## src/rtl/frog_bus_mem.sv

```systemverilog
// Program/data nibble memory on the frog CPU bus, with a handshaked loader that holds the CPU in reset.
// Optional CPU write protection of addresses 0..PROT_TOP is enabled by defining FROG_MEM_WP_EN.
module frog_bus_mem #(
    parameter int unsigned       ADDR_W   = 7,
    parameter int unsigned       DATA_W   = 4,
    parameter logic [ADDR_W-1:0] PROT_TOP = 7'h3F
) (
    input  logic              clk,
    input  logic              rst_n,
    input  logic [ADDR_W-1:0] cpu_daout,
    input  logic              cpu_wcyc,
    output logic [DATA_W-1:0] cpu_data,
    output logic              cpu_rst_n,
    input  logic              ld_start,
    input  logic              ld_valid,
    input  logic [DATA_W-1:0] ld_data,
    output logic              ld_ready,
    output logic              ld_done,
    output logic              wp_hit
);

    localparam int unsigned       DEPTH    = 1 << ADDR_W;
    localparam logic [DATA_W-1:0] NOP      = DATA_W'(4'h8);
    localparam logic [ADDR_W-1:0] LAST_PTR = '1;

`ifdef FROG_MEM_WP_EN
    localparam bit WP_EN = 1'b1;
`else
    localparam bit WP_EN = 1'b0;
`endif

    typedef enum logic {
        RUN,
        LOAD
    } state_t;

    state_t            state, state_nx;
    logic [DATA_W-1:0] mem [DEPTH];
    logic [ADDR_W-1:0] last_addr, last_addr_nx;
    logic [ADDR_W-1:0] ptr, ptr_nx;
    logic [DATA_W-1:0] cpu_data_nx;
    logic              cpu_rst_n_nx;
    logic              ld_ready_nx;
    logic              ld_done_nx;
    logic              wp_drop;
    logic              mem_we;
    logic [ADDR_W-1:0] mem_waddr;
    logic [DATA_W-1:0] mem_wdata;

    // CPU writes (RUN) and loader writes (LOAD) never coincide, so one write port serves both.
    always_comb begin
        state_nx     = state;
        last_addr_nx = last_addr;
        ptr_nx       = ptr;
        cpu_data_nx  = cpu_data;
        cpu_rst_n_nx = 1'b0;
        ld_ready_nx  = 1'b0;
        ld_done_nx   = 1'b0;
        wp_drop      = 1'b0;
        mem_we       = 1'b0;
        mem_waddr    = ptr;
        mem_wdata    = ld_data;

        case (state)
            RUN: begin
                cpu_rst_n_nx = 1'b1;
                if (cpu_wcyc) begin
                    wp_drop   = WP_EN && (last_addr <= PROT_TOP);
                    mem_we    = !wp_drop;
                    mem_waddr = last_addr;
                    mem_wdata = cpu_daout[DATA_W-1:0];
                end else begin
                    last_addr_nx = cpu_daout;
                    cpu_data_nx  = mem[cpu_daout];
                end
                if (ld_start) begin
                    state_nx     = LOAD;
                    ptr_nx       = '0;
                    cpu_rst_n_nx = 1'b0;
                    ld_ready_nx  = 1'b1;
                end
            end
            LOAD: begin
                cpu_data_nx = NOP;
                ld_ready_nx = 1'b1;
                if (ld_start) begin
                    ptr_nx = '0;
                    if (ld_valid && ld_ready) begin
                        mem_we    = 1'b1;
                        mem_waddr = '0;
                        ptr_nx    = ADDR_W'(1);
                    end
                end else if (ld_valid && ld_ready) begin
                    mem_we = 1'b1;
                    ptr_nx = ptr + 1'b1;
                    if (ptr == LAST_PTR) begin
                        state_nx    = RUN;
                        ld_ready_nx = 1'b0;
                        ld_done_nx  = 1'b1;
                    end
                end
            end
            default: state_nx = RUN;
        endcase
    end

    always_ff @(posedge clk or negedge rst_n) begin
        if (!rst_n) begin
            state     <= RUN;
            last_addr <= '0;
            ptr       <= '0;
            cpu_data  <= NOP;
            cpu_rst_n <= 1'b0;
            ld_ready  <= 1'b0;
            ld_done   <= 1'b0;
        end else begin
            state     <= state_nx;
            last_addr <= last_addr_nx;
            ptr       <= ptr_nx;
            cpu_data  <= cpu_data_nx;
            cpu_rst_n <= cpu_rst_n_nx;
            ld_ready  <= ld_ready_nx;
            ld_done   <= ld_done_nx;
        end
    end

    always_ff @(posedge clk or negedge rst_n) begin
        if (!rst_n) begin
            for (int unsigned i = 0; i < DEPTH; i++) begin
                mem[i] <= NOP;
            end
        end else if (mem_we) begin
            mem[mem_waddr] <= mem_wdata;
        end
    end

`ifdef FROG_MEM_WP_EN
    always_ff @(posedge clk or negedge rst_n) begin
        if (!rst_n) begin
            wp_hit <= 1'b0;
        end else begin
            wp_hit <= wp_drop;
        end
    end
`else
    assign wp_hit = 1'b0;
`endif

endmodule

```

## config.mk

```make
export PLATFORM = sky130hd
export DESIGN_NAME = frog_bus_mem
export DESIGN_NICKNAME = d
export VERILOG_FILES = /design/src/rtl/frog_bus_mem.sv
export SDC_FILE = /design/constraint.sdc
export NUM_CORES = 1
export LEC_CHECK = 0
export CELL_PAD_IN_SITES_DETAIL_PLACEMENT = 2
export CELL_PAD_IN_SITES_GLOBAL_PLACEMENT = 2
export CORE_UTILIZATION = 50
export CTS_CLUSTER_SIZE = 24
export DETAILED_ROUTE_END_ITERATION = 10
export GPL_TIMING_DRIVEN = 0
export PLACE_DENSITY = 0.84
export SYNTH_ARGS = -nofsm -noshare
export SYNTH_HDL_FRONTEND = slang
export SYNTH_SLANG_ARGS = --single-unit
```

## constraint.sdc

```tcl
create_clock -name clk -period 4.47 [get_ports clk]
set_input_delay 0.894 -clock clk [delete_from_list [all_inputs] [get_ports clk]]
set_output_delay 0.894 -clock clk [all_outputs]
set_load 0.02 [all_outputs]
```

---- Yosys cells after proc, flatten, opt, wreduce, memory -nomap -nowiden ----
Cells that the tools add are included.
cells by class
  $add $sub $neg .......................... 1
  order comparisons ....................... 3
  eq/ne operators ......................... 4
  multiplexer cells ....................... 33
  bitwise operators ....................... 4
  reduce and logical (&&, ||, !) cells .... 4
operators with widths
  kind                   number
  $bwmux W512            1
  $mux W7                6
  $bmux W4 S7            1
  $demux W4 S7           1
  $pmux W7 S2            2
  $mux W4                6
  $ge A8 B8 Y1 const B   2
  $not A7 Y8             2
  $mux W1                13
  $lt A8 B1 Y1 const B   1
  $pmux W4 S2            1
  $add A7 B1 Y7 const B  1
  $eq A7 B7 Y1 const B   1
  $ne A2 B2 Y1 const B   2
  $pmux W1 S2            2
  $reduce_and A2 Y1      2
  $ne A3 B2 Y1 const B   1
  $logic_and A1 B1 Y1    2
  $not A1 Y1             2
word-level totals
  register bits after elaboration ......... 533
  input bits .............................. 16
  output and inout bits ................... 8
  logic and storage cells ................. 183

---- Depth between registers and ports, before layout ----
  word-level depth ........................ 10
  mapped depth ............................ 11
  mapped depth without buffers ............ 6

---- Worst setup path after synthesis ----
OpenSTA, ideal clock, no wires.
  path kind ............................... input -> register
  from .................................... input port cpu_daout[0]
  to ...................................... register cpu_data[3]
  library setup time ...................... 86 ps
  data arrival time ....................... 2,704 ps
  required time ........................... 4,384 ps
  setup slack ............................. 1,680 ps
  stages .................................. 10
  path buffers ............................ 4
  cell sequence ........................... buf_4 > buf_6 > buf_4 > buf_2 > mux2i_1 > o22ai_1 > a2111oi_0 > a211oi_1 > o32ai_1 > a21oi_1
between the ends
  cells in the longest elaborated chain, start to end .. 6
ends and longest elaborated chain
  item                                        line  RTL
  from (decl)                                 10    input logic [ADDR_W-1:0] cpu_daout,
  $not A7 Y8 (implied by the code)            74    cpu_data_nx = mem[cpu_daout];
  $bmux W4 S7                                 74
  $mux W4 (implied by the code) (2 in a row)  74
  $mux W4                                     67    if (cpu_wcyc) begin
  $pmux W4 S2                                 64    case (state)
  to (signal assigned)                        120   cpu_data <= cpu_data_nx;
  to (decl)                                   12    output logic [DATA_W-1:0] cpu_data,
No other way between the ends. The select of a mux whose other input is x is not followed.
A chain may end at the register's enable or synchronous reset.

---- Worst setup path in the final report ----
  from .................................... input port cpu_daout[1]
  to ...................................... register cpu_data[0]
Same word-level chain as after synthesis.

==> impl_metrics.xml <==
<?xml version="1.0" encoding="UTF-8"?>
<metrics>
  <group name="sta">
    <metric name="final_setup_violating_endpoints" unit="">3</metric>
    <metric name="layout_worst_path_cycle_share" unit="%">103</metric>
    <metric name="hold_slack" unit="ps">248</metric>
    <metric name="max_clock_freq" unit="MHz">217</metric>
    <metric name="final_max_slew_viol_count" unit="">0</metric>
    <metric name="fin_crit" unit="ps">4600</metric>
    <metric name="worst-slew-pin-transition" unit="ps">1310</metric>
    <metric name="slew-limit-headroom" unit="%">13.0</metric>
    <metric name="final.setup_skew" unit="ps">24.0</metric>
    <metric name="final-hold-violation-count" unit="">0</metric>
    <metric name="final_setup_margin" unit="ps">-131</metric>
    <metric name="unrepaired_setup_endpoints_after_global_routing" unit="">false</metric>
  </group>
  <group name="worst_setup_path">
    <metric name="timing.critical_path.arrival" unit="ps">5090</metric>
    <metric name="crit_path_frequent_cell" unit="">sky130_fd_sc_hd__buf_2</metric>
    <metric name="worst-path-max-fanout" unit="">10</metric>
    <metric name="worst_ep_required_time" unit="ps">4960</metric>
    <metric name="timing.setup.critical_path_class" unit="">primary input to register</metric>
    <metric name="endpoint_kind" unit="">register</metric>
    <metric name="critical_path.max_stage_delay" unit="ps">810</metric>
    <metric name="worst_setup_path_start_kind" unit="">primary input</metric>
    <metric name="worst_path_max_delay_cell" unit="">sky130_fd_sc_hd__a221oi_1</metric>
    <metric name="timing.critical_path.cells" unit="">buf_2, buf_2, buf_2, buf_2, mux4_2, a221oi_1, nor4_1, nor3_1, nand4b_1</metric>
  </group>
  <group name="clock_tree">
    <metric name="cts.hold.buffers_added" unit="">0</metric>
    <metric name="root_buffer" unit="">sky130_fd_sc_hd__clkbuf_16</metric>
    <metric name="tritoncts.num_buffers" unit="">57</metric>
    <metric name="setup_fix_buffers_added_after_clock_tree_synthesis" unit="">0</metric>
    <metric name="cts.htree.levels" unit="">2</metric>
    <metric name="cts-root-to-sink-buffers" unit="">3</metric>
    <metric name="cts_tree" unit="">done</metric>
    <metric name="cts_sinks" unit="">533</metric>
    <metric name="cts.clk_slew.worst_paths" unit="ps">70</metric>
    <metric name="clock_latency_reported_for_the_late_side_of_the_worst_skew_pair" unit="ps">660</metric>
    <metric name="cts_repair_resize_count" unit="">0</metric>
  </group>
  <group name="synth">
    <metric name="yosys_warnings" unit="">0</metric>
    <metric name="leading_register_cell_type_out_of_synthesis" unit="">sky130_fd_sc_hd__dfrtp_1</metric>
    <metric name="synth.ff_latch_count" unit="">533</metric>
    <metric name="synth_mux_area_share" unit="%">35.2</metric>
    <metric name="post_synth_fa_ha_maj_area_fraction" unit="%">0.0500</metric>
    <metric name="syn_area" unit="mm^2">0.0250</metric>
    <metric name="synth_edf_count" unit="">0</metric>
    <metric name="postSynthAreaPerCell" unit="um^2">14.4</metric>
    <metric name="fraction_of_the_mapped_netlist_area_in_simple_logic_gates" unit="%">5.44</metric>
    <metric name="synth_seq_area_share" unit="%">53.9</metric>
    <metric name="postSynthCellCount" unit="">1741</metric>
    <metric name="async_reset_ff_share" unit="%">100</metric>
    <metric name="yosys.area_share.xor_xnor" unit="%">0.210</metric>
    <metric name="net_count_after_synthesis" unit="">1758</metric>
    <metric name="dominant_combinational_cell_family_by_area_after_synthesis" unit="">multiplexers</metric>
    <metric name="synth.distinct_cells" unit="">51</metric>
    <metric name="synth-compound-area-share" unit="%">2.94</metric>
  </group>
  <group name="floorplan">
    <metric name="core_area" unit="mm^2">0.0492</metric>
    <metric name="die_w" unit="um">226</metric>
    <metric name="io_pins" unit="">24</metric>
    <metric name="effective_utilization_at_floorplan" unit="%">50.9</metric>
    <metric name="die_height" unit="um">226</metric>
    <metric name="fp.dieArea" unit="mm^2">0.0509</metric>
    <metric name="std_cell_rows" unit="">81</metric>
  </group>
  <group name="global_routing">
    <metric name="vias_in_the_first_global_route" unit="">20300</metric>
    <metric name="grt_usage" unit="%">44.5</metric>
    <metric name="grt_remaining_overflow" unit="">0</metric>
    <metric name="antenna_found_initial" unit="">3</metric>
    <metric name="pin_count_of_the_biggest_net_entering_global_routing" unit="">123</metric>
    <metric name="wire_length_of_the_first_global_routing_pass" unit="mm">158</metric>
  </group>
  <group name="layout">
    <metric name="num-nets-final" unit="">1839</metric>
    <metric name="multiInputGateArea" unit="mm^2">0.0110</metric>
    <metric name="layout.core_utilization" unit="%">57.2</metric>
    <metric name="final_cells" unit="">2536</metric>
    <metric name="n_fill_cell" unit="">4328</metric>
    <metric name="areaGrowthSynthToFinish" unit="%">12.4</metric>
    <metric name="seq_cell_area" unit="mm^2">0.0135</metric>
    <metric name="drive_above_1_share" unit="%">49.5</metric>
  </group>
  <group name="routing">
    <metric name="routed_via_density" unit="">7.24</metric>
    <metric name="detail_route.wirelength" unit="mm">110</metric>
    <metric name="firstDrtPassIters" unit="">5</metric>
    <metric name="avgRoutedWirePerCell" unit="um">43.5</metric>
    <metric name="drc_errors" unit="">0</metric>
    <metric name="dr.first_iter.drc_count" unit="">2227</metric>
    <metric name="vias_post_dr" unit="">18400</metric>
    <metric name="ant_nets" unit="">0</metric>
  </group>
  <group name="power_and_ir_drop">
    <metric name="ir_worst_vdd" unit="mV">0.307</metric>
    <metric name="power_leakage" unit="nW">12.7</metric>
    <metric name="pwr_density_cell" unit="mW/mm^2">393</metric>
  </group>
  <group name="placement">
    <metric name="place.detailed.hpwl" unit="mm">64.9</metric>
    <metric name="post-place-ws" unit="ps">-528</metric>
    <metric name="place.gp.congestion" unit="">0.951</metric>
    <metric name="portBuffers" unit="">19</metric>
    <metric name="numPlacedInstances" unit="">2428</metric>
  </group>
  <group name="outcome">
    <metric name="run_status" unit="">finished with violations</metric>
    <metric name="failing_checks" unit="">setup timing</metric>
  </group>
  <group name="hold_path">
    <metric name="holdCritPathClass" unit="">primary input to asynchronous set/reset pin</metric>
  </group>
  <group name="job">
    <metric name="maxCapViolations" unit="">0</metric>
  </group>
</metrics>
[power breakdown]
group / internal (mW) / switching, mW
Clock: 2.94 / 2.27
Sequential: 4.94 / 0.0796
Combinational: 0.231 / 0.607
[cell usage in the layout (no fill, tap or decap), drive strengths merged, types with 3 or more instances in the layout]
master / synthesis / layout
a311oi: 3 / 3
clkdlybuf4s50: 0 / 18
nor2b: 8 / 8
a221oi: 4 / 4
buf: 40 / 45
nor3: 14 / 14
nor2: 109 / 109
and3: 6 / 6
dfrtp: 404 / 404
mux2: 513 / 513
o221ai: 3 / 3
bufinv: 0 / 5
inv: 3 / 4
mux4: 127 / 127
mux2i: 17 / 17
nand2b: 5 / 5
a211oi: 6 / 6
a22o: 4 / 4
nand3: 10 / 10
clkinvlp: 0 / 3
o22ai: 12 / 12
a22oi: 27 / 27
o21ai: 6 / 6
and2: 4 / 4
nand2: 155 / 155
xor2: 4 / 4
a21oi: 17 / 17
dfstp: 129 / 129
o22a: 7 / 7
nand4: 3 / 3
clkbuf: 77 / 161
clkinv: 0 / 14
[per-layer routing]
metal | up-vias | wire length (um) | GRT usage [%]
met5 | - | 138 | 1.47
li1 | 6569 | - | -
met4 | 9 | 8710 | 30.7
met2 | 1374 | 49900 | 67.5
met1 | 9823 | 40500 | 54.8
met3 | 585 | 11000 | 13.3
[worst max-delay path, delay by kind of cell]
kind,cells,cell delay (ps)
compound gates,1,810
buf+inv,4,2130
mux,1,420
simple gates,3,800
[area by class of cell]
| cell class | count | area share, % |
|---|---|---|
| buffer | 116 | 1.91 |
| inverter | 3 | 0.0400 |
| timing repair buffer | 23 | 1.09 |
| clock inverter | 23 | 0.907 |
| antenna | 1 | 0.00890 |
| multi-input combinational | 1088 | 39.0 |
| sequential | 533 | 48.0 |
| tap | 664 | 2.95 |
| clock buffer | 85 | 6.09 |
[final timing paths]
| check | start | end | slack, ps | depth (start not counted) |
|---|---|---|---|---|
| max | cpu_daout[1] | cpu_data[0]$_DFFE_PN0P_ | -130 | 9 |
| min | rst_n | mem[444]$_DFFE_PN0P_ | 250 | 1 |
| max reg2reg | state$_DFF_PN0_ | mem[394]$_DFFE_PN0P_ | 600 | 7 |
| min reg2reg | mem[310]$_DFFE_PN0P_ | mem[310]$_DFFE_PN0P_ | 500 | 1 |
| max in group asynchronous | rst_n | mem[229]$_DFFE_PN0P_ | 2600 | 3 |
| min in group clk | mem[310]$_DFFE_PN0P_ | mem[310]$_DFFE_PN0P_ | 500 | 1 |
[cells in the mapped netlist, types with 10 or more instances]
cell type                  number  area share (%)
sky130_fd_sc_hd__mux2_2       512              23
sky130_fd_sc_hd__dfrtp_1      404              40
sky130_fd_sc_hd__nand2_1      155             2.3
sky130_fd_sc_hd__dfstp_2      129              14
sky130_fd_sc_hd__mux4_2       127              11
sky130_fd_sc_hd__nor2_1        94             1.4
sky130_fd_sc_hd__clkbuf_1      77             1.2
sky130_fd_sc_hd__a22oi_1       27            0.81
sky130_fd_sc_hd__buf_2         24            0.48
sky130_fd_sc_hd__a21oi_1       17            0.34
sky130_fd_sc_hd__mux2i_1       17            0.68
sky130_fd_sc_hd__nor2_2        15            0.38
sky130_fd_sc_hd__nor3_1        14            0.28
sky130_fd_sc_hd__buf_4         13            0.39
sky130_fd_sc_hd__o22ai_1       12            0.30
sky130_fd_sc_hd__nand3_1       10            0.20
[flip-flops by register name, summed over array words and instances, names as in the netlist]
register / flops
mem: 512
last_addr: 7
cpu_data: 4
cpu_rst_n: 1
state: 1
ld_done: 1
ptr: 7
[stage by stage]
step	setup TNS (ps)	cell area, um^2	power [mW]
after global placement	-9865990	26000	5.78
after global routing	0	28100	11.2
after detailed placement	-1440	26200	5.84
final	-285	28100	11.1
after CTS	0	28100	11.0
after floorplan	0	25000	5.43
[kinds of logic after synthesis]
| kind of cell | Yosys count |
|---|---|
| buffers and inverters | 120 |
| adders and majority gates | 1 |
| and+or+nand+nor | 321 |
| xor gates and xnor gates | 6 |
| DFF | 533 |
| muxes | 657 |
| other | 1 |
| AOI/OAI and AO/OA | 102 |
Power figures use the tool's default switching activity.
